`config.mk`:
```
export PLATFORM = sky130hd
export DESIGN_NAME = dmem_ctrl_flat
export DESIGN_NICKNAME = d
export VERILOG_FILES = /design/src/rtl/dmem_ctrl_if.sv /design/src/rtl/dmem_ctrl.sv /design/src/flat_wrapper.sv
export SDC_FILE = /design/constraint.sdc
export NUM_CORES = 1
export LEC_CHECK = 0
export ABC_AREA = 0
export BUFFER_PORTS_ARGS = -buffer_cell sky130_fd_sc_hd__buf_2
export CORE_MARGIN = 2
export CORE_UTILIZATION = 39
export CTS_BUF_LIST = sky130_fd_sc_hd__clkbuf_8 sky130_fd_sc_hd__clkbuf_16
export DETAILED_ROUTE_END_ITERATION = 8
export PLACE_DENSITY = 0.76
export RECOVER_POWER = 100
export SYNTH_ARGS = -nofsm -noshare
export SYNTH_HDL_FRONTEND = slang
export SYNTH_SLANG_ARGS = --single-unit
```
`constraint.sdc`:
```
create_clock -name clk -period 3.15 [get_ports clk]
set_clock_uncertainty 0.1 [all_clocks]
set_input_delay 0.63 -clock clk [delete_from_list [all_inputs] [get_ports clk]]
set_output_delay 0.63 -clock clk [all_outputs]
set_load 0.05 [all_outputs]
```
`src/rtl/dmem_ctrl_if.sv`:
```
// CPU-side request/response and RAM-side port bundle for the data-memory controller.
interface dmem_ctrl_if #(
    parameter int unsigned ADDR_W = 14
);
    logic              req;
    logic [31:0]       ir;
    logic [31:0]       addr;
    logic [31:0]       wdata;
    logic              busy;
    logic              done;
    logic [31:0]       rdata;
    logic              misalign;
    logic [ADDR_W-1:0] mem_addr;
    logic [31:0]       mem_wdata;
    logic [3:0]        mem_be;
    logic              mem_we;
    logic              mem_re;
    logic [31:0]       mem_rdata;

    // Requester plus RAM side: drives requests and read data, observes the controller.
    modport master (
        output req, ir, addr, wdata, mem_rdata,
        input  busy, done, rdata, misalign, mem_addr, mem_wdata, mem_be, mem_we, mem_re
    );

    // Controller side.
    modport slave (
        input  req, ir, addr, wdata, mem_rdata,
        output busy, done, rdata, misalign, mem_addr, mem_wdata, mem_be, mem_we, mem_re
    );
endinterface

```
`src/rtl/dmem_ctrl.sv`:
```
// Data-memory access controller: one load/store at a time against a fixed-latency word RAM.
module dmem_ctrl #(
    parameter int unsigned ADDR_W = 14,
    parameter int unsigned RD_LAT = 1,
    parameter int unsigned WR_LAT = 1
) (
    input  logic       clk,
    input  logic       rst,
    dmem_ctrl_if.slave bus
);
    localparam int unsigned CNT_W = 3;
    localparam logic [6:0] OP_STORE = 7'b0100011;
    localparam logic [6:0] OP_LOAD  = 7'b0000011;

    typedef enum logic [1:0] {S_IDLE, S_WRITE, S_READ, S_DONE} state_t;

    state_t            state, state_n;
    logic [CNT_W-1:0]  cnt, cnt_n;
    logic              accept, capture;
    logic [6:0]        opcode;
    logic [2:0]        funct3;
    logic              is_st, is_ld, mis_c;
    logic [3:0]        be_c;
    logic              unused_bits;

    assign opcode = bus.ir[6:0];
    assign funct3 = bus.ir[14:12];
    assign unused_bits = ^{bus.ir[31:15], bus.ir[11:7], bus.addr[31:ADDR_W+2]};

    // Width/alignment decode of the presented request.
    always_comb begin
        is_st = (opcode == OP_STORE) && (funct3 inside {3'b000, 3'b001, 3'b010});
        is_ld = (opcode == OP_LOAD) &&
                (funct3 inside {3'b000, 3'b001, 3'b010, 3'b100, 3'b101});
        case (funct3[1:0])
            2'b00:   be_c = 4'b0001 << bus.addr[1:0];
            2'b01:   be_c = bus.addr[1] ? 4'b1100 : 4'b0011;
            default: be_c = 4'b1111;
        endcase
        mis_c = (is_st || is_ld) &&
                (((funct3[1:0] == 2'b01) && bus.addr[0]) ||
                 ((funct3[1:0] == 2'b10) && (bus.addr[1:0] != 2'b00)));
    end

    // State and latency counter register.
    always_ff @(posedge clk or posedge rst) begin
        if (rst) begin
            state <= S_IDLE;
            cnt   <= '0;
        end else begin
            state <= state_n;
            cnt   <= cnt_n;
        end
    end

    // Next-state logic; counter restarts at zero on every state entry.
    always_comb begin
        state_n = state;
        cnt_n   = cnt;
        accept  = 1'b0;
        capture = 1'b0;
        case (state)
            S_IDLE: begin
                if (bus.req) begin
                    accept = 1'b1;
                    cnt_n  = '0;
                    if (is_st && !mis_c)      state_n = S_WRITE;
                    else if (is_ld && !mis_c) state_n = S_READ;
                    else                      state_n = S_DONE;
                end
            end
            S_WRITE: begin
                if (cnt == CNT_W'(WR_LAT - 1)) begin
                    state_n = S_DONE;
                    cnt_n   = '0;
                end else begin
                    cnt_n = cnt + CNT_W'(1);
                end
            end
            S_READ: begin
                if (cnt == CNT_W'(RD_LAT)) begin
                    state_n = S_DONE;
                    cnt_n   = '0;
                    capture = 1'b1;
                end else begin
                    cnt_n = cnt + CNT_W'(1);
                end
            end
            S_DONE: state_n = S_IDLE;
            default: state_n = S_IDLE;
        endcase
    end

    // Registered status and strobes, derived from the state being entered.
    always_ff @(posedge clk or posedge rst) begin
        if (rst) begin
            bus.busy   <= 1'b0;
            bus.done   <= 1'b0;
            bus.mem_we <= 1'b0;
            bus.mem_re <= 1'b0;
        end else begin
            bus.busy   <= (state_n != S_IDLE);
            bus.done   <= (state_n == S_DONE);
            bus.mem_we <= (state_n == S_WRITE);
            bus.mem_re <= (state_n == S_READ) && (cnt_n == '0);
        end
    end

    // Request payload held from accept to the next accept; load data captured at end of READ.
    always_ff @(posedge clk or posedge rst) begin
        if (rst) begin
            bus.mem_addr  <= '0;
            bus.mem_wdata <= '0;
            bus.mem_be    <= '0;
            bus.misalign  <= 1'b0;
            bus.rdata     <= '0;
        end else begin
            if (accept) begin
                bus.mem_addr  <= bus.addr[ADDR_W+1:2];
                bus.mem_wdata <= bus.wdata;
                bus.mem_be    <= be_c;
                bus.misalign  <= mis_c;
            end
            if (capture) begin
                bus.rdata <= bus.mem_rdata;
            end
        end
    end
endmodule

```
`src/flat_wrapper.sv`:
```
// flat-port wrapper written by rule: the top's interface ports become plain ports
module dmem_ctrl_flat 
#(
    parameter int unsigned ADDR_W = 14,
    parameter int unsigned RD_LAT = 1,
    parameter int unsigned WR_LAT = 1
)
  (clk, rst, bus_req, bus_ir, bus_addr, bus_wdata, bus_mem_rdata, bus_busy, bus_done, bus_rdata, bus_misalign, bus_mem_addr, bus_mem_wdata, bus_mem_be, bus_mem_we, bus_mem_re);
  dmem_ctrl_if #(.ADDR_W(ADDR_W)) bus_i ();
  input  logic clk;
  input  logic rst;
  input wire logic [$bits(bus_i.req)-1:0] bus_req;
  input wire logic [$bits(bus_i.ir)-1:0] bus_ir;
  input wire logic [$bits(bus_i.addr)-1:0] bus_addr;
  input wire logic [$bits(bus_i.wdata)-1:0] bus_wdata;
  input wire logic [$bits(bus_i.mem_rdata)-1:0] bus_mem_rdata;
  output wire logic [$bits(bus_i.busy)-1:0] bus_busy;
  output wire logic [$bits(bus_i.done)-1:0] bus_done;
  output wire logic [$bits(bus_i.rdata)-1:0] bus_rdata;
  output wire logic [$bits(bus_i.misalign)-1:0] bus_misalign;
  output wire logic [$bits(bus_i.mem_addr)-1:0] bus_mem_addr;
  output wire logic [$bits(bus_i.mem_wdata)-1:0] bus_mem_wdata;
  output wire logic [$bits(bus_i.mem_be)-1:0] bus_mem_be;
  output wire logic [$bits(bus_i.mem_we)-1:0] bus_mem_we;
  output wire logic [$bits(bus_i.mem_re)-1:0] bus_mem_re;
  assign bus_i.req = bus_req;
  assign bus_i.ir = bus_ir;
  assign bus_i.addr = bus_addr;
  assign bus_i.wdata = bus_wdata;
  assign bus_i.mem_rdata = bus_mem_rdata;
  assign bus_busy = bus_i.busy;
  assign bus_done = bus_i.done;
  assign bus_rdata = bus_i.rdata;
  assign bus_misalign = bus_i.misalign;
  assign bus_mem_addr = bus_i.mem_addr;
  assign bus_mem_wdata = bus_i.mem_wdata;
  assign bus_mem_be = bus_i.mem_be;
  assign bus_mem_we = bus_i.mem_we;
  assign bus_mem_re = bus_i.mem_re;
  dmem_ctrl #(.ADDR_W(ADDR_W), .RD_LAT(RD_LAT), .WR_LAT(WR_LAT)) u_core (.clk(clk), .rst(rst), .bus(bus_i));
endmodule
```
==> results.md, run 1 <==
| Group | Item | This run |
| --- | --- | --- |
| floorplan | Standard cell core area | 0.009240 mm² |
| cells and area | Fraction of layout instances using a drive strength above 1 | 27.68% |
| clocking | Clock slew seen by the registers of the worst setup and hold paths | 90 ps |
| sta | Final period utilization | 78.24% |
| sta | Max-slew violations | 35 |
| clocking | Number of H-tree levels | 3 |
| sta | Sum Neg Setup Slack | 0 ps |
| grt | Pin count of the biggest net entering global routing | 59 |
| clocking | Clock tree from TritonCTS | done |
| pwr | Leakage component of the power | 2.402 nW |
| logic synthesis | Total nets after synthesis | 484 |
| detailed routing | Number of vias in the routed layout | 2968 |
| cells and area | Final net count | 661 |
| cells and area | Final instance count without filler cells | 660 |
| placed design | Cell Count Post-Placement | 644 |
| setup path | Critical path type | reg -> reg |
| clocking | TritonCTS buffer count | 9 |
| setup path | Crit path capture type | flip-flop |
| floorplan | Die span in x | 101.5 µm |
| grt | Global router's overall resource usage | 15.93% |
| sta | RSZ-0062 raised after global routing | no |
| detailed routing | Number of remaining DRC errors | 0 |
| setup path | Arrival time at the worst endpoint | 2590 ps |
| logic synthesis | Flip-flop and latch count after synthesis | 92 |
| placed design | Placer congestion estimate | 0.7804 |
| logic synthesis | Sequential share of the synthesized area | 62.04% |
| detailed routing | Count of antenna-violating nets left after detailed routing | 0 |
| placed design | Total of buffers placed on input and output ports | 179 |
| sta | Fin crit period | 2464 ps |
| grt | Aggregate global routing overflow | 0 |
| grt | Via count of the first global-routing pass | 2827 |
| sta | Endpoints failing setup | 0 |
| pwr | Cell-internal power | 2.812 mW |
| pwr | Final Total Pwr | 6.234 mW |
| logic synthesis | Mean post-synth cell area | 10.63 µm² |
| pwr | Switching Power | 3.423 mW |
| logic synthesis | Warning count from the yosys run | 0 |
| pwr | Share of power burned in combinational logic | 54.9% |
| grt | Antenna violations before repair | 0 |
| setup path | Maximum fanout encountered on the critical timing path | 32 |
| sta | Rel. slew slack | -1.211% |
| clocking | Clock insertion delay at the later pin of the skew report | 350 ps |
| pwr | Largest vdd supply drop | 592.5 µV |
| detailed routing | Number of DRC violations after detailed-routing iteration 0 | 58 |
| pwr | Net Sw Frac | 54.90% |
| detailed routing | Vias/cell | 4.497 |
| logic synthesis | Proportion of netlist area held by the largest area contributor | 62.04% |
| worst hold path | Worst min path class | in -> reg |
| floorplan | Die Outline Area | 0.01031 mm² |
| outcome | Violations in the final reports | capacitance limit, slew limit |
| logic synthesis | Post-synthesis instance total | 349 |
| cells and area | Number of diodes | 0 |
| grt | First-pass GRT wire length | 12910 µm |
| clocking | Number of hold-repair buffers added at the cts stage | 0 |
| sta | Final hold violation count | 0 |
| logic synthesis | Cells taking the most area after synthesis | sky130_fd_sc_hd__dfrtp_1 62%, sky130_fd_sc_hd__nand2_1 15%, sky130_fd_sc_hd__mux2_2 10% |
| outcome | Run status | complete, but fails checks |
| clocking | Root buffer cell | sky130_fd_sc_hd__clkbuf_8 |
| cells and area | Area delta synth->final | 29.20% |
| detailed routing | Routed wire length | 8419 µm |
| floorplan | Starting utilization of the core area | 40.16% |
| floorplan | Die Ht | 101.5 µm |
| placed design | Half-perimeter wire length after detailed placement | 6128 µm |
| detailed routing | Routed wire length per instance | 12.76 µm |
| sta | Worst Tran Pin Value | 1510 ps |
| logic synthesis | Cell area after synthesis | 0.003711 mm² |
| clocking | Count of buffers added by post-CTS timing repair for setup | 0 |
| setup path | Setup slack of the most critical reg-to-reg path | 690 ps |
| pwr | Total power density per cell area | 1300 mW/mm² |
| clocking | Clock sink count | 92 |
| detailed routing | Detailed Routing Iterations Pass 1 | 4 |
| sta | F_max | 405.8 MHz |
| setup path | CP required | 3280 ps |
| setup path | Startpoint kind of the worst setup timing path | flip-flop |
| pwr | Clock power frac | 11.8% |
| cells and area | Most common library cell in the layout ignoring fill and taps | sky130_fd_sc_hd__nand2_1 |
| floorplan | Number of top-level design ports | 218 |
| cells and area | Top library cells by usage in the layout, fill and taps aside | 144 x sky130_fd_sc_hd__nand2_1, 92 x sky130_fd_sc_hd__buf_2, 92 x sky130_fd_sc_hd__dfrtp_1, 87 x sky130_fd_sc_hd__clkbuf_1, 33 x sky130_fd_sc_hd__mux2_2 |
| clocking | Bufs on Longest Clock Path | 2 |
| logic synthesis | Post-synth top area cell | sky130_fd_sc_hd__dfrtp_1 |
| logic synthesis | Synth unique cells | 35 |
| job | Max capacitance violation total | 1 |
| clocking | Number of gates resized after CTS | 0 |
| pwr | Register share of total power | 33.4% |
| floorplan | Site row count | 35 |
## cell families after synthesis
group                      after synthesis  synth area share, %
adders and majority gates                4                1.349
muxes                                   36                10.82
DFF                                     92                62.04
and+or+nand+nor                        172                19.29
AOI/OAI and AO/OA                       21                3.844
buffers and inverters                   24                2.663
## registers in the layout, summed over array words and instances (netlist names)
name,cells
u_core.bus.mem_we,1
u_core.bus.done,1
u_core.bus.rdata,32
u_core.bus.mem_wdata,32
u_core.bus.mem_addr,14
u_core.bus.mem_re,1
u_core.state,2
u_core.bus.busy,1
u_core.bus.misalign,1
u_core.bus.mem_be,4
u_core.cnt,3
## cell type report
type                            instances  area (µm²)
Fill cell                             898        4446
Sequential cell                        92        2302
Multi-Input combinational cell        233        1294
Timing Repair Buffer                  183       822.0
Tap cell                              129       161.4
Clock buffer                           11       151.4
Clock inverter                          5       36.28
Inverter                                7       27.53
## layer usage
layer / up-vias / track usage [%] / part of all wire [%]
met5: - / 0 / 0
met4: 0 / 4.054 / 0.86
met3: 7 / 5.659 / 9.3
met2: 126 / 26.82 / 47
met1: 1359 / 19.55 / 43
li1: 1476 / - / -
## critical path, cell delays in order (launching register included)
cell and delay (ps):
sky130_fd_sc_hd__dfrtp_1 620, sky130_fd_sc_hd__nor4bb_1 510, sky130_fd_sc_hd__clkbuf_2 680, sky130_fd_sc_hd__mux2_2 420
## stage by stage
stage / setup slack (ps) / util, % / instance area [µm²] / hold WS (ps)
floorplan: 28.04 / - / 3711 / 449.7
global placement: 923.5 / 51.52 / 4761 / 354.1
detailed placement: 914.4 / 51.52 / 4761 / 356.8
CTS: 1045 / 53.55 / 4949 / 217.4
global route: 525.8 / 51.89 / 4795 / 336.4
finish: 685.5 / 51.89 / 4795 / 363.4
## final timing paths
path,from,endpoint,cells after the start
max,u_core.state[1],u_core.bus.rdata[17],3
min,bus_addr[6],u_core.bus.mem_addr[4],3
max reg2reg,u_core.state[1],u_core.bus.rdata[17],3
min reg2reg,u_core.bus.mem_wdata[19],u_core.bus.mem_wdata[19],2
max in group asynchronous,rst,u_core.bus.mem_wdata[24],3
min in group asynchronous,rst,u_core.bus.rdata[5],2
## cells in the mapped netlist
| master | count |
|---|---|
| sky130_fd_sc_hd__nand2_1 | 144 |
| sky130_fd_sc_hd__or3b_2 | 1 |
| sky130_fd_sc_hd__nor3b_1 | 1 |
| sky130_fd_sc_hd__a2111oi_1 | 1 |
| sky130_fd_sc_hd__o21bai_1 | 2 |
| sky130_fd_sc_hd__a22oi_1 | 1 |
| sky130_fd_sc_hd__o21ai_0 | 4 |
| sky130_fd_sc_hd__and4bb_2 | 1 |
| sky130_fd_sc_hd__a31oi_1 | 3 |
| sky130_fd_sc_hd__dfrtp_1 | 92 |
| sky130_fd_sc_hd__nor2b_1 | 3 |
| sky130_fd_sc_hd__a211oi_2 | 1 |
| sky130_fd_sc_hd__nor4bb_1 | 1 |
| sky130_fd_sc_hd__nand3b_1 | 1 |
| sky130_fd_sc_hd__mux2i_1 | 3 |
| sky130_fd_sc_hd__o22ai_1 | 1 |
| sky130_fd_sc_hd__and3_1 | 1 |
| sky130_fd_sc_hd__nor4_2 | 1 |
| sky130_fd_sc_hd__nor3_1 | 1 |
| sky130_fd_sc_hd__a21oi_1 | 4 |
| sky130_fd_sc_hd__inv_2 | 1 |
| sky130_fd_sc_hd__inv_1 | 6 |
| sky130_fd_sc_hd__ha_1 | 4 |
| sky130_fd_sc_hd__and2_1 | 1 |
| sky130_fd_sc_hd__nand2b_1 | 4 |
| sky130_fd_sc_hd__o41ai_1 | 1 |
| sky130_fd_sc_hd__clkbuf_1 | 10 |
| sky130_fd_sc_hd__nor3b_2 | 1 |
| sky130_fd_sc_hd__a211oi_1 | 1 |
| sky130_fd_sc_hd__mux2_2 | 33 |
| sky130_fd_sc_hd__o21a_2 | 1 |
| sky130_fd_sc_hd__nor2_1 | 10 |
| sky130_fd_sc_hd__buf_2 | 7 |
| sky130_fd_sc_hd__o31ai_1 | 1 |
| sky130_fd_sc_hd__nand3_1 | 1 |
## power by group through the flow
stage / sequential, mW / combinational, mW / clock, mW
final: 2.08 / 3.42 / 0.735
after global routing: 2.16 / 3.65 / 0.824
after CTS: 2.08 / 3.65 / 0.775
after detailed placement: 2.09 / 3.65 / 0
after global placement: 2.07 / 3.59 / 0
after floorplan: 3.91 / 0.944 / 0
No activity file was read; power rests on OpenSTA's default activity.
==> run 2: changes to the inputs <==
--- a/config.mk
+++ b/config.mk
@@ -5,13 +5,13 @@
 export SDC_FILE = /design/constraint.sdc
 export NUM_CORES = 1
 export LEC_CHECK = 0
-export ABC_AREA = 0
+export ABC_AREA = 1
 export BUFFER_PORTS_ARGS = -buffer_cell sky130_fd_sc_hd__buf_2
 export CORE_MARGIN = 2
-export CORE_UTILIZATION = 39
+export CORE_UTILIZATION = 44
 export CTS_BUF_LIST = sky130_fd_sc_hd__clkbuf_8 sky130_fd_sc_hd__clkbuf_16
 export DETAILED_ROUTE_END_ITERATION = 8
-export PLACE_DENSITY = 0.76
+export PLACE_DENSITY = 0.8
 export RECOVER_POWER = 100
 export SYNTH_ARGS = -nofsm -noshare
 export SYNTH_HDL_FRONTEND = slang
==> constraint.sdc (replaced) <==
create_clock -name clk -period 2.4 [get_ports clk]
set_clock_uncertainty 0.1 [all_clocks]
set_input_delay 0.48 -clock clk [delete_from_list [all_inputs] [get_ports clk]]
set_output_delay 0.48 -clock clk [all_outputs]
set_load 0.05 [all_outputs]
==> results.md, run 2 <==
| Group | Item | This run | Delta |
| --- | --- | --- | --- |
| logic synthesis | Sequential share of the synthesized area | 61.42% | was 62.04% |
| detailed routing | Number of DRC violations after detailed-routing iteration 0 | 65 | was 58 |
| clocking | Clock insertion delay at the later pin of the skew report | 350 ps | about the same |
| pwr | Net Sw Frac | 56.25% | was 54.90% |
| pwr | Switching Power | 4.593 mW | was 3.423 mW |
| logic synthesis | Proportion of netlist area held by the largest area contributor | 61.42% | was 62.04% |
| cells and area | Largest registers ranked by flip-flop count | u_core.bus.mem_wdata (32), u_core.bus.rdata (32), u_core.bus.mem_addr (14) | unchanged |
| pwr | Clock power frac | 12.7% | was 11.8% |
| detailed routing | Detailed Routing Iterations Pass 1 | 6 | was 4 |
| floorplan | Number of top-level design ports | 218 | unchanged |
| logic synthesis | Post-synth top area cell | sky130_fd_sc_hd__dfrtp_1 | unchanged |
| logic synthesis | Cell area after synthesis | 0.003749 mm² | was 0.003711 mm² |
| detailed routing | Count of antenna-violating nets left after detailed routing | 0 | unchanged |
| floorplan | Standard cell core area | 0.008258 mm² | was 0.009240 mm² |
| pwr | Largest vdd supply drop | 904.6 µV | was 592.5 µV |
| detailed routing | Number of vias in the routed layout | 3367 | was 2968 |
| pwr | Register share of total power | 32.9% | was 33.4% |
| outcome | Run status | completed | was complete, but fails checks |
| placed design | Post-Place Setup Slack | 610.0 ps | was 914.4 ps |
| pwr | Share of power burned in combinational logic | 54.5% | was 54.9% |
| grt | First-pass GRT wire length | 13610 µm | was 12910 µm |
| setup path | Crit-path slowest cell | sky130_fd_sc_hd__dfrtp_1 | was sky130_fd_sc_hd__clkbuf_2 |
| sta | Max-slew violations | 0 | was 35 |
| setup path | CP required | 2590 ps | was 3280 ps |
| cells and area | Final net count | 755 | was 661 |
| clocking | Clock slew seen by the registers of the worst setup and hold paths | 90 ps | about the same |
| grt | Pin count of the biggest net entering global routing | 93 | was 59 |
| sta | Rel. slew slack | 19.09% | was -1.211% |
| logic synthesis | Proportion of synthesized area in mux cells | 0.2670% | was 10.82% |
| logic synthesis | Warning count from the yosys run | 0 | unchanged |
| detailed routing | Routed wire length | 9068 µm | was 8419 µm |
| cells and area | Area delta synth->final | 27.67% | was 29.20% |
| grt | Aggregate global routing overflow | 0 | unchanged |
| setup path | Bufs and invs on worst path | 2 | was 1 |
| sta | Final-layout worst hold slack | 212.5 ps | was 363.4 ps |
| sta | Sum Neg Setup Slack | 0 ps | unchanged |
| detailed routing | Vias/cell | 4.619 | was 4.497 |
| clocking | Clock sink count | 92 | unchanged |
| logic synthesis | Dominant synthesized flop cell | sky130_fd_sc_hd__dfrtp_1 | unchanged |
| clocking | Number of hold-repair buffers added at the cts stage | 0 | unchanged |
| logic synthesis | Post-synthesis instance total | 442 | was 349 |
| logic synthesis | Commonest cells in the synthesized netlist | 269 x sky130_fd_sc_hd__nand2_1, 92 x sky130_fd_sc_hd__dfrtp_1, 16 x sky130_fd_sc_hd__inv_1 | was 144 x sky130_fd_sc_hd__nand2_1, 92 x sky130_fd_sc_hd__dfrtp_1, 33 x sky130_fd_sc_hd__mux2_2 |
| floorplan | Die Outline Area | 0.009274 mm² | was 0.01031 mm² |
| logic synthesis | Simple-Gate Fraction of Synth Area | 30.94% | was 19.29% |
| floorplan | Site row count | 33 | was 35 |
| setup path | Critical path type | reg -> reg | unchanged |
| sta | Endpoints failing setup | 0 | unchanged |
| logic synthesis | Arithmetic-cell share of the synthesized area counting full adders, half adders and majority gates | 1.335% | was 1.349% |
| logic synthesis | Number of flops mapped to enable cells by yosys | 0 | unchanged |
| setup path | Startpoint kind of the worst setup timing path | flip-flop | unchanged |
| logic synthesis | Count leader, synth | sky130_fd_sc_hd__nand2_1 | unchanged |
| clocking | Root buffer cell | sky130_fd_sc_hd__clkbuf_8 | unchanged |
| setup path | Cell occurring most often along the worst timing path | sky130_fd_sc_hd__nand2_1 |  |
| setup path | Max incr delay on CP | 440 ps | was 680 ps |
| setup path | Setup slack of the most critical reg-to-reg path | 430 ps | was 690 ps |
| logic synthesis | Area fraction in compound gates after synthesis | 1.769% | was 3.844% |
| logic synthesis | Post-synthesis share of cell area spent on xor and xnor gates | 0% | unchanged |
| job | Max capacitance violation total | 0 | was 1 |
| pwr | Cell-internal power | 3.573 mW | was 2.812 mW |
| logic synthesis | Synth unique cells | 24 | was 35 |
| pwr | Total power density per cell area | 1706 mW/mm² | was 1300 mW/mm² |
| logic synthesis | Cells taking the most area after synthesis | sky130_fd_sc_hd__dfrtp_1 61%, sky130_fd_sc_hd__nand2_1 27%, sky130_fd_sc_hd__buf_2 1.6% | was sky130_fd_sc_hd__dfrtp_1 62%, sky130_fd_sc_hd__nand2_1 15%, sky130_fd_sc_hd__mux2_2 10% |
| sta | Worst Setup Slack, final | 432.5 ps | was 685.5 ps |
| sta | Final period utilization | 81.98% | was 78.24% |
| placed design | Placer congestion estimate | 0.7921 | was 0.7804 |
| grt | Via count of the first global-routing pass | 3118 | was 2827 |
| pwr | Final Total Pwr | 8.165 mW | was 6.234 mW |
| grt | Antenna violations before repair | 0 | unchanged |
| logic synthesis | Fraction of registers with async set/reset | 100.0% | unchanged |
| clocking | Count of buffers added by post-CTS timing repair for setup | 0 | unchanged |
| cells and area | Number of diodes | 0 | unchanged |
| floorplan | Die Ht | 96.30 µm | was 101.5 µm |
| cells and area | Most common library cell in the layout ignoring fill and taps | sky130_fd_sc_hd__nand2_1 | unchanged |
| detailed routing | Number of remaining DRC errors | 0 | unchanged |
| setup path | Kind of cell adding the most delay to the critical path | buffers and inverters | unchanged |
| floorplan | Die span in x | 96.30 µm | was 101.5 µm |
| cells and area | Fraction of layout instances using a drive strength above 1 | 18.91% | was 27.68% |
| logic synthesis | Combinational family with the most area after synthesis | simple AND/OR/NAND/NOR gates | unchanged |
| sta | Final hold violation count | 0 | unchanged |
| worst hold path | Worst min path class | in -> reg | unchanged |
| sta | Worst Tran Pin Value | 1214 ps | was 1510 ps |
| floorplan | Starting utilization of the core area | 45.39% | was 40.16% |
| placed design | Half-perimeter wire length after detailed placement | 6509 µm | was 6128 µm |
| logic synthesis | Total nets after synthesis | 577 | was 484 |
| setup path | Arrival time at the worst endpoint | 2150 ps | was 2590 ps |
| sta | F_max | 508.3 MHz | was 405.8 MHz |
| detailed routing | Routed wire length per instance | 12.44 µm | was 12.76 µm |
| clocking | Number of gates resized after CTS | 0 | unchanged |
| sta | RSZ-0062 raised after global routing | no | unchanged |
| cells and area | Top library cells by usage in the layout, fill and taps aside | 273 x sky130_fd_sc_hd__nand2_1, 92 x sky130_fd_sc_hd__dfrtp_1, 91 x sky130_fd_sc_hd__buf_2, 88 x sky130_fd_sc_hd__clkbuf_1, 17 x sky130_fd_sc_hd__nor2_1 | was 144 x sky130_fd_sc_hd__nand2_1, 92 x sky130_fd_sc_hd__buf_2, 92 x sky130_fd_sc_hd__dfrtp_1, 87 x sky130_fd_sc_hd__clkbuf_1, 33 x sky130_fd_sc_hd__mux2_2 |
| grt | Global router's overall resource usage | 19.22% | was 15.93% |
| clocking | Number of H-tree levels | 3 | unchanged |
| pwr | Leakage component of the power | 2.666 nW | was 2.402 nW |
| logic synthesis | Flip-flop and latch count after synthesis | 92 | unchanged |
| placed design | Total of buffers placed on input and output ports | 179 | unchanged |
| clocking | Clock tree from TritonCTS | done | unchanged |
| sta | Fin crit period | 1967 ps | was 2464 ps |
| clocking | TritonCTS buffer count | 9 | unchanged |
| clocking | Bufs on Longest Clock Path | 2 | unchanged |
| setup path | Maximum fanout encountered on the critical timing path | 29 | was 32 |
| setup path | Cell breakdown of the critical path | nor2_1 -> nand2_1 -> inv_4 -> buf_4 -> nand3_1 -> nand2_1 | was nor4bb_1 -> clkbuf_2 -> mux2_2 |
| logic synthesis | Mean post-synth cell area | 8.481 µm² | was 10.63 µm² |
| setup path | Crit path capture type | flip-flop | unchanged |
==> run 2: cells by family (layout without fill, tap and decap cells) <==
group                      count (synthesis)  after routing
muxes                                      1              1
AOI/OAI and AO/OA                         12             12
buffers and inverters                     35            217
DFF                                       92             92
adders and majority gates                  4              4
and+or+nand+nor                          298            298
==> run 2: final timing paths <==
check                                      endpoint                 from  depth (start not counted)
max                             u_core.bus.misalign      u_core.state[1]                          6
min                        u_core.bus.mem_wdata[27]        bus_wdata[27]                          3
max reg2reg                     u_core.bus.misalign      u_core.state[1]                          6
min reg2reg                     u_core.bus.rdata[0]  u_core.bus.rdata[0]                          2
max in group asynchronous      u_core.bus.rdata[21]                  rst                          3
min in group asynchronous  u_core.bus.mem_wdata[26]                  rst                          3
==> run 2: power by group through the flow <==
stage | Sequential (mW) | Combinational (mW) | Clock, mW
2_1_floorplan | 5.08 | 1.19 | 0
3_3_place_gp | 2.64 | 4.64 | 0
3_5_place_dp | 2.68 | 4.74 | 0
4_1_cts | 2.67 | 4.73 | 1.06
5_1_grt | 2.78 | 4.80 | 1.12
6_report | 2.68 | 4.45 | 1.03
==> run 2: layer usage <==
layer	vias to the layer above	track usage [%]	share of wire (%)
met5	-	0	0
met4	0	5.282	0.68
met3	6	7.518	10
met2	153	33.10	47
met1	1528	22.29	42
li1	1680	-	-
==> run 2: worst min-delay path: cells and delay by family <==
family        cells  cell delay [ps]
simple gates      2               80
buf+inv           1               70
==> run 2: per-stage QoR <==
stage	cells	area (µm²)	utilization, %
after floorplan	442	3752	-
after global routing	729	4786	57.95
after CTS	729	4936	59.77
after detailed placement	714	4736	57.35
final	729	4786	57.95
after global placement	714	4736	57.35
==> run 2: final cells by class <==
cell class / instances / area (µm²)
clock buffer: 10 / 137.6
clock inverter: 5 / 62.56
fill: 810 / 3472
inverter: 19 / 77.57
multi-input combinational: 315 / 1259
sequential: 92 / 2302
tap: 105 / 131.4
timing repair buffer: 183 / 815.8
==> run 3: changes to the inputs <==
--- a/config.mk
+++ b/config.mk
@@ -8,10 +8,10 @@
 export ABC_AREA = 1
 export BUFFER_PORTS_ARGS = -buffer_cell sky130_fd_sc_hd__buf_2
 export CORE_MARGIN = 2
-export CORE_UTILIZATION = 44
+export CORE_UTILIZATION = 39
 export CTS_BUF_LIST = sky130_fd_sc_hd__clkbuf_8 sky130_fd_sc_hd__clkbuf_16
 export DETAILED_ROUTE_END_ITERATION = 8
-export PLACE_DENSITY = 0.8
+export PLACE_DENSITY = 0.76
 export RECOVER_POWER = 100
 export SYNTH_ARGS = -nofsm -noshare
 export SYNTH_HDL_FRONTEND = slang
==> constraint.sdc (replaced) <==
create_clock -name clk -period 1.6 [get_ports clk]
set_clock_uncertainty 0.1 [all_clocks]
set_input_delay 0.32 -clock clk [delete_from_list [all_inputs] [get_ports clk]]
set_output_delay 0.32 -clock clk [all_outputs]
set_load 0.05 [all_outputs]
==> results.md, run 3 (same netlist as run 2, synthesis figures left out) <==
| Group | Item | This run | Delta |
| --- | --- | --- | --- |
| cells and area | Post-route cell area | 0.005030 mm² | was 0.004786 mm² |
| setup path | Crit-path slowest cell | sky130_fd_sc_hd__dfrtp_1 | unchanged |
| cells and area | Final net count | 761 | was 755 |
| clocking | Clock sink count | 92 | unchanged |
| floorplan | Site row count | 35 | was 33 |
| setup path | Crit path capture type | flip-flop | unchanged |
| sta | Final period utilization | 92.82% | was 81.98% |
| floorplan | Standard cell core area | 0.009284 mm² | was 0.008258 mm² |
| pwr | Net Sw Frac | 54.45% | was 56.25% |
| sta | Fin crit period | 1485 ps | was 1967 ps |
| grt | Aggregate global routing overflow | 0 | unchanged |
| setup path | CP required | 1780 ps | was 2590 ps |
| detailed routing | Routed wire length per instance | 12.38 µm | was 12.44 µm |
| clocking | Number of H-tree levels | 3 | unchanged |
| grt | Antenna violations before repair | 0 | unchanged |
| pwr | Clock power frac | 13.4% | was 12.7% |
| setup path | Startpoint kind of the worst setup timing path | flip-flop | unchanged |
| pwr | Largest vdd supply drop | 1321 µV | was 904.6 µV |
| detailed routing | Detailed Routing Iterations Pass 1 | 4 | was 6 |
| floorplan | Number of top-level design ports | 218 | unchanged |
| clocking | Root buffer cell | sky130_fd_sc_hd__clkbuf_8 | unchanged |
| sta | Final-layout worst hold slack | 51.10 ps | was 212.5 ps |
| worst hold path | Worst min path class | in -> reg | unchanged |
| sta | Rel. slew slack | 58.64% | was 19.09% |
| cells and area | Most common library cell in the layout ignoring fill and taps | sky130_fd_sc_hd__nand2_1 | unchanged |
| clocking | Clock slew seen by the registers of the worst setup and hold paths | 100 ps | was 90 ps |
| grt | Global router's overall resource usage | 17.70% | was 19.22% |
| pwr | Cell-internal power | 5.832 mW | was 3.573 mW |
| worst hold path | Number of cells on the worst hold path | 3 | unchanged |
| detailed routing | Routed wire length | 9407 µm | was 9068 µm |
| sta | Final hold violation count | 0 | unchanged |
| setup path | Arrival time at the worst endpoint | 1670 ps | was 2150 ps |
| clocking | Bufs on Longest Clock Path | 2 | unchanged |
| grt | Global routing usage on met2 | 30.72% | was 33.10% |
| outcome | Run status | completed | unchanged |
| sta | Worst Tran Pin Value | 620.3 ps | was 1214 ps |
| floorplan | Starting utilization of the core area | 40.38% | was 45.39% |
| cells and area | Largest registers ranked by flip-flop count | u_core.bus.mem_wdata (32), u_core.bus.rdata (32), u_core.bus.mem_addr (14) | unchanged |
| sta | Max-slew violations | 0 | unchanged |
| sta | Worst Setup Slack, final | 115.0 ps | was 432.5 ps |
| floorplan | Die Outline Area | 0.01041 mm² | was 0.009274 mm² |
| setup path | Max incr delay on CP | 400 ps | was 440 ps |
| pwr | Register share of total power | 31.4% | was 32.9% |
| clocking | Clock tree from TritonCTS | done | unchanged |
| placed design | Post-Place Setup Slack | 8.820 ps | was 610.0 ps |
| placed design | Placed standard-cell area | 0.004813 mm² | was 0.004736 mm² |
| setup path | Maximum fanout encountered on the critical timing path | 4 | was 29 |
| job | Max capacitance violation total | 0 | unchanged |
| pwr | Share of power burned in combinational logic | 55.3% | was 54.5% |
| clocking | TritonCTS buffer count | 9 | unchanged |
| grt | Grt met3 use | 6.361% | was 7.518% |
| cells and area | Number of fill cells | 914 | was 810 |
| grt | First-pass GRT wire length | 14380 µm | was 13610 µm |
| setup path | Setup slack of the most critical reg-to-reg path | 110 ps | was 430 ps |
| detailed routing | Number of DRC violations after detailed-routing iteration 0 | 75 | was 65 |
| sta | F_max | 673.4 MHz | was 508.3 MHz |
| detailed routing | Number of remaining DRC errors | 0 | unchanged |
| pwr | Leakage component of the power | 2.987 nW | was 2.666 nW |
| detailed routing | Number of vias in the routed layout | 3405 | was 3367 |
| pwr | Switching Power | 6.972 mW | was 4.593 mW |
| pwr | Total power density per cell area | 2546 mW/mm² | was 1706 mW/mm² |
| floorplan | Die span in x | 102.0 µm | was 96.30 µm |
| grt | Global routing met1 resource utilization | 20.49% | was 22.29% |
| grt | Pin count of the biggest net entering global routing | 47 | was 93 |
| setup path | Cell breakdown of the critical path | ha_1 -> nand2_2 -> nor2_4 -> nor2_2 -> nand2_1 -> nor2_4 -> nand2_1 -> nor2_1 | was nor2_1 -> nand2_1 -> inv_4 -> buf_4 -> nand3_1 -> nand2_1 |
| placed design | Total of buffers placed on input and output ports | 179 | unchanged |
| detailed routing | Count of antenna-violating nets left after detailed routing | 0 | unchanged |
| setup path | Number of cells traversed by the worst register-to-register path | 8 | was 6 |
| grt | Most used routing layer in global routing | met2 | unchanged |
| detailed routing | Vias/cell | 4.480 | was 4.619 |
| cells and area | Fraction of layout instances using a drive strength above 1 | 34.23% | was 18.91% |
| cells and area | Fraction of the core area covered by cells at the end of the flow | 54.18% | was 57.95% |
| cells and area | Top library cells by usage in the layout, fill and taps aside | 270 x sky130_fd_sc_hd__nand2_1, 92 x sky130_fd_sc_hd__dfrtp_1, 91 x sky130_fd_sc_hd__buf_2, 87 x sky130_fd_sc_hd__clkbuf_2, 16 x sky130_fd_sc_hd__inv_1 | was 273 x sky130_fd_sc_hd__nand2_1, 92 x sky130_fd_sc_hd__dfrtp_1, 91 x sky130_fd_sc_hd__buf_2, 88 x sky130_fd_sc_hd__clkbuf_1, 17 x sky130_fd_sc_hd__nor2_1 |
| cells and area | Number of diodes | 0 | unchanged |
| sta | Endpoints failing setup | 0 | unchanged |
| grt | Via count of the first global-routing pass | 3197 | was 3118 |
| clocking | Clock insertion delay at the later pin of the skew report | 350 ps | about the same |
| floorplan | Die Ht | 102.0 µm | was 96.30 µm |
| cells and area | Area delta synth->final | 34.18% | was 27.67% |
| placed design | Half-perimeter wire length after detailed placement | 6991 µm | was 6509 µm |
| setup path | Critical path type | reg -> reg | unchanged |
| placed design | Placer congestion estimate | 0.9027 | was 0.7921 |
[run 3: worst max-delay path, delay by kind of cell, from the launching register on]
family | cells | cell delay, ps
flops | 1 | 400
simple gates | 7 | 690
fa+ha+maj | 1 | 230
[run 3: path summary, 6_finish.rpt]
path                                           start                        to
max in group asynchronous                        rst      u_core.bus.rdata[11]
worst min register to register  u_core.bus.rdata[25]      u_core.bus.rdata[25]
worst min-delay path                   bus_wdata[11]  u_core.bus.mem_wdata[11]
worst max register to register         u_core.cnt[0]         u_core.bus.mem_re
worst max-delay path                   u_core.cnt[0]         u_core.bus.mem_re
min in group asynchronous                        rst      u_core.bus.rdata[25]
[run 3: power groups by stage]
stage	Clock [mW]	Sequential, mW	Combinational, mW
after floorplan	0	7.62	1.79
after global placement	0	3.98	7.02
after detailed placement	0	4.02	7.16
after CTS	1.78	3.99	7.17
after global routing	1.86	4.15	7.61
final	1.71	4.02	7.07
[run 3: per-layer routing]
layer | up-vias | share of wire (%)
met5 | - | 0
met4 | 0 | 1.3
met3 | 12 | 11
met2 | 146 | 48
met1 | 1549 | 40
li1 | 1698 | -
[run 3: metrics by stage]
stage | instances | power, mW | TNS [ps]
after floorplan | 442 | 9.410 | 0
after global placement | 741 | 10.99 | 0
after detailed placement | 741 | 11.18 | 0
after CTS | 758 | 12.94 | 0
after global routing | 760 | 13.62 | -11.18
final | 760 | 12.80 | 0
[run 3: layout make-up]
class	instances	area, µm²	area share (%)
sequential	92	2302	45.77
multi-input combinational	315	1286	25.57
timing repair buffer	189	980.9	19.50
tap	129	161.4	3.209
clock buffer	9	123.9	2.463
clock inverter	7	97.59	1.940
inverter	19	77.57	1.542
[run 3: repair_timing]
action / in CTS / in global routing
hold endpoints to repair: 92 / 0
hold buffers: 1 / 0
gates resized for setup: 1 / 1
endpoints found under the setup margin: 5 / 7
buffers inserted: 0 / 2
pin swaps: 0 / 0
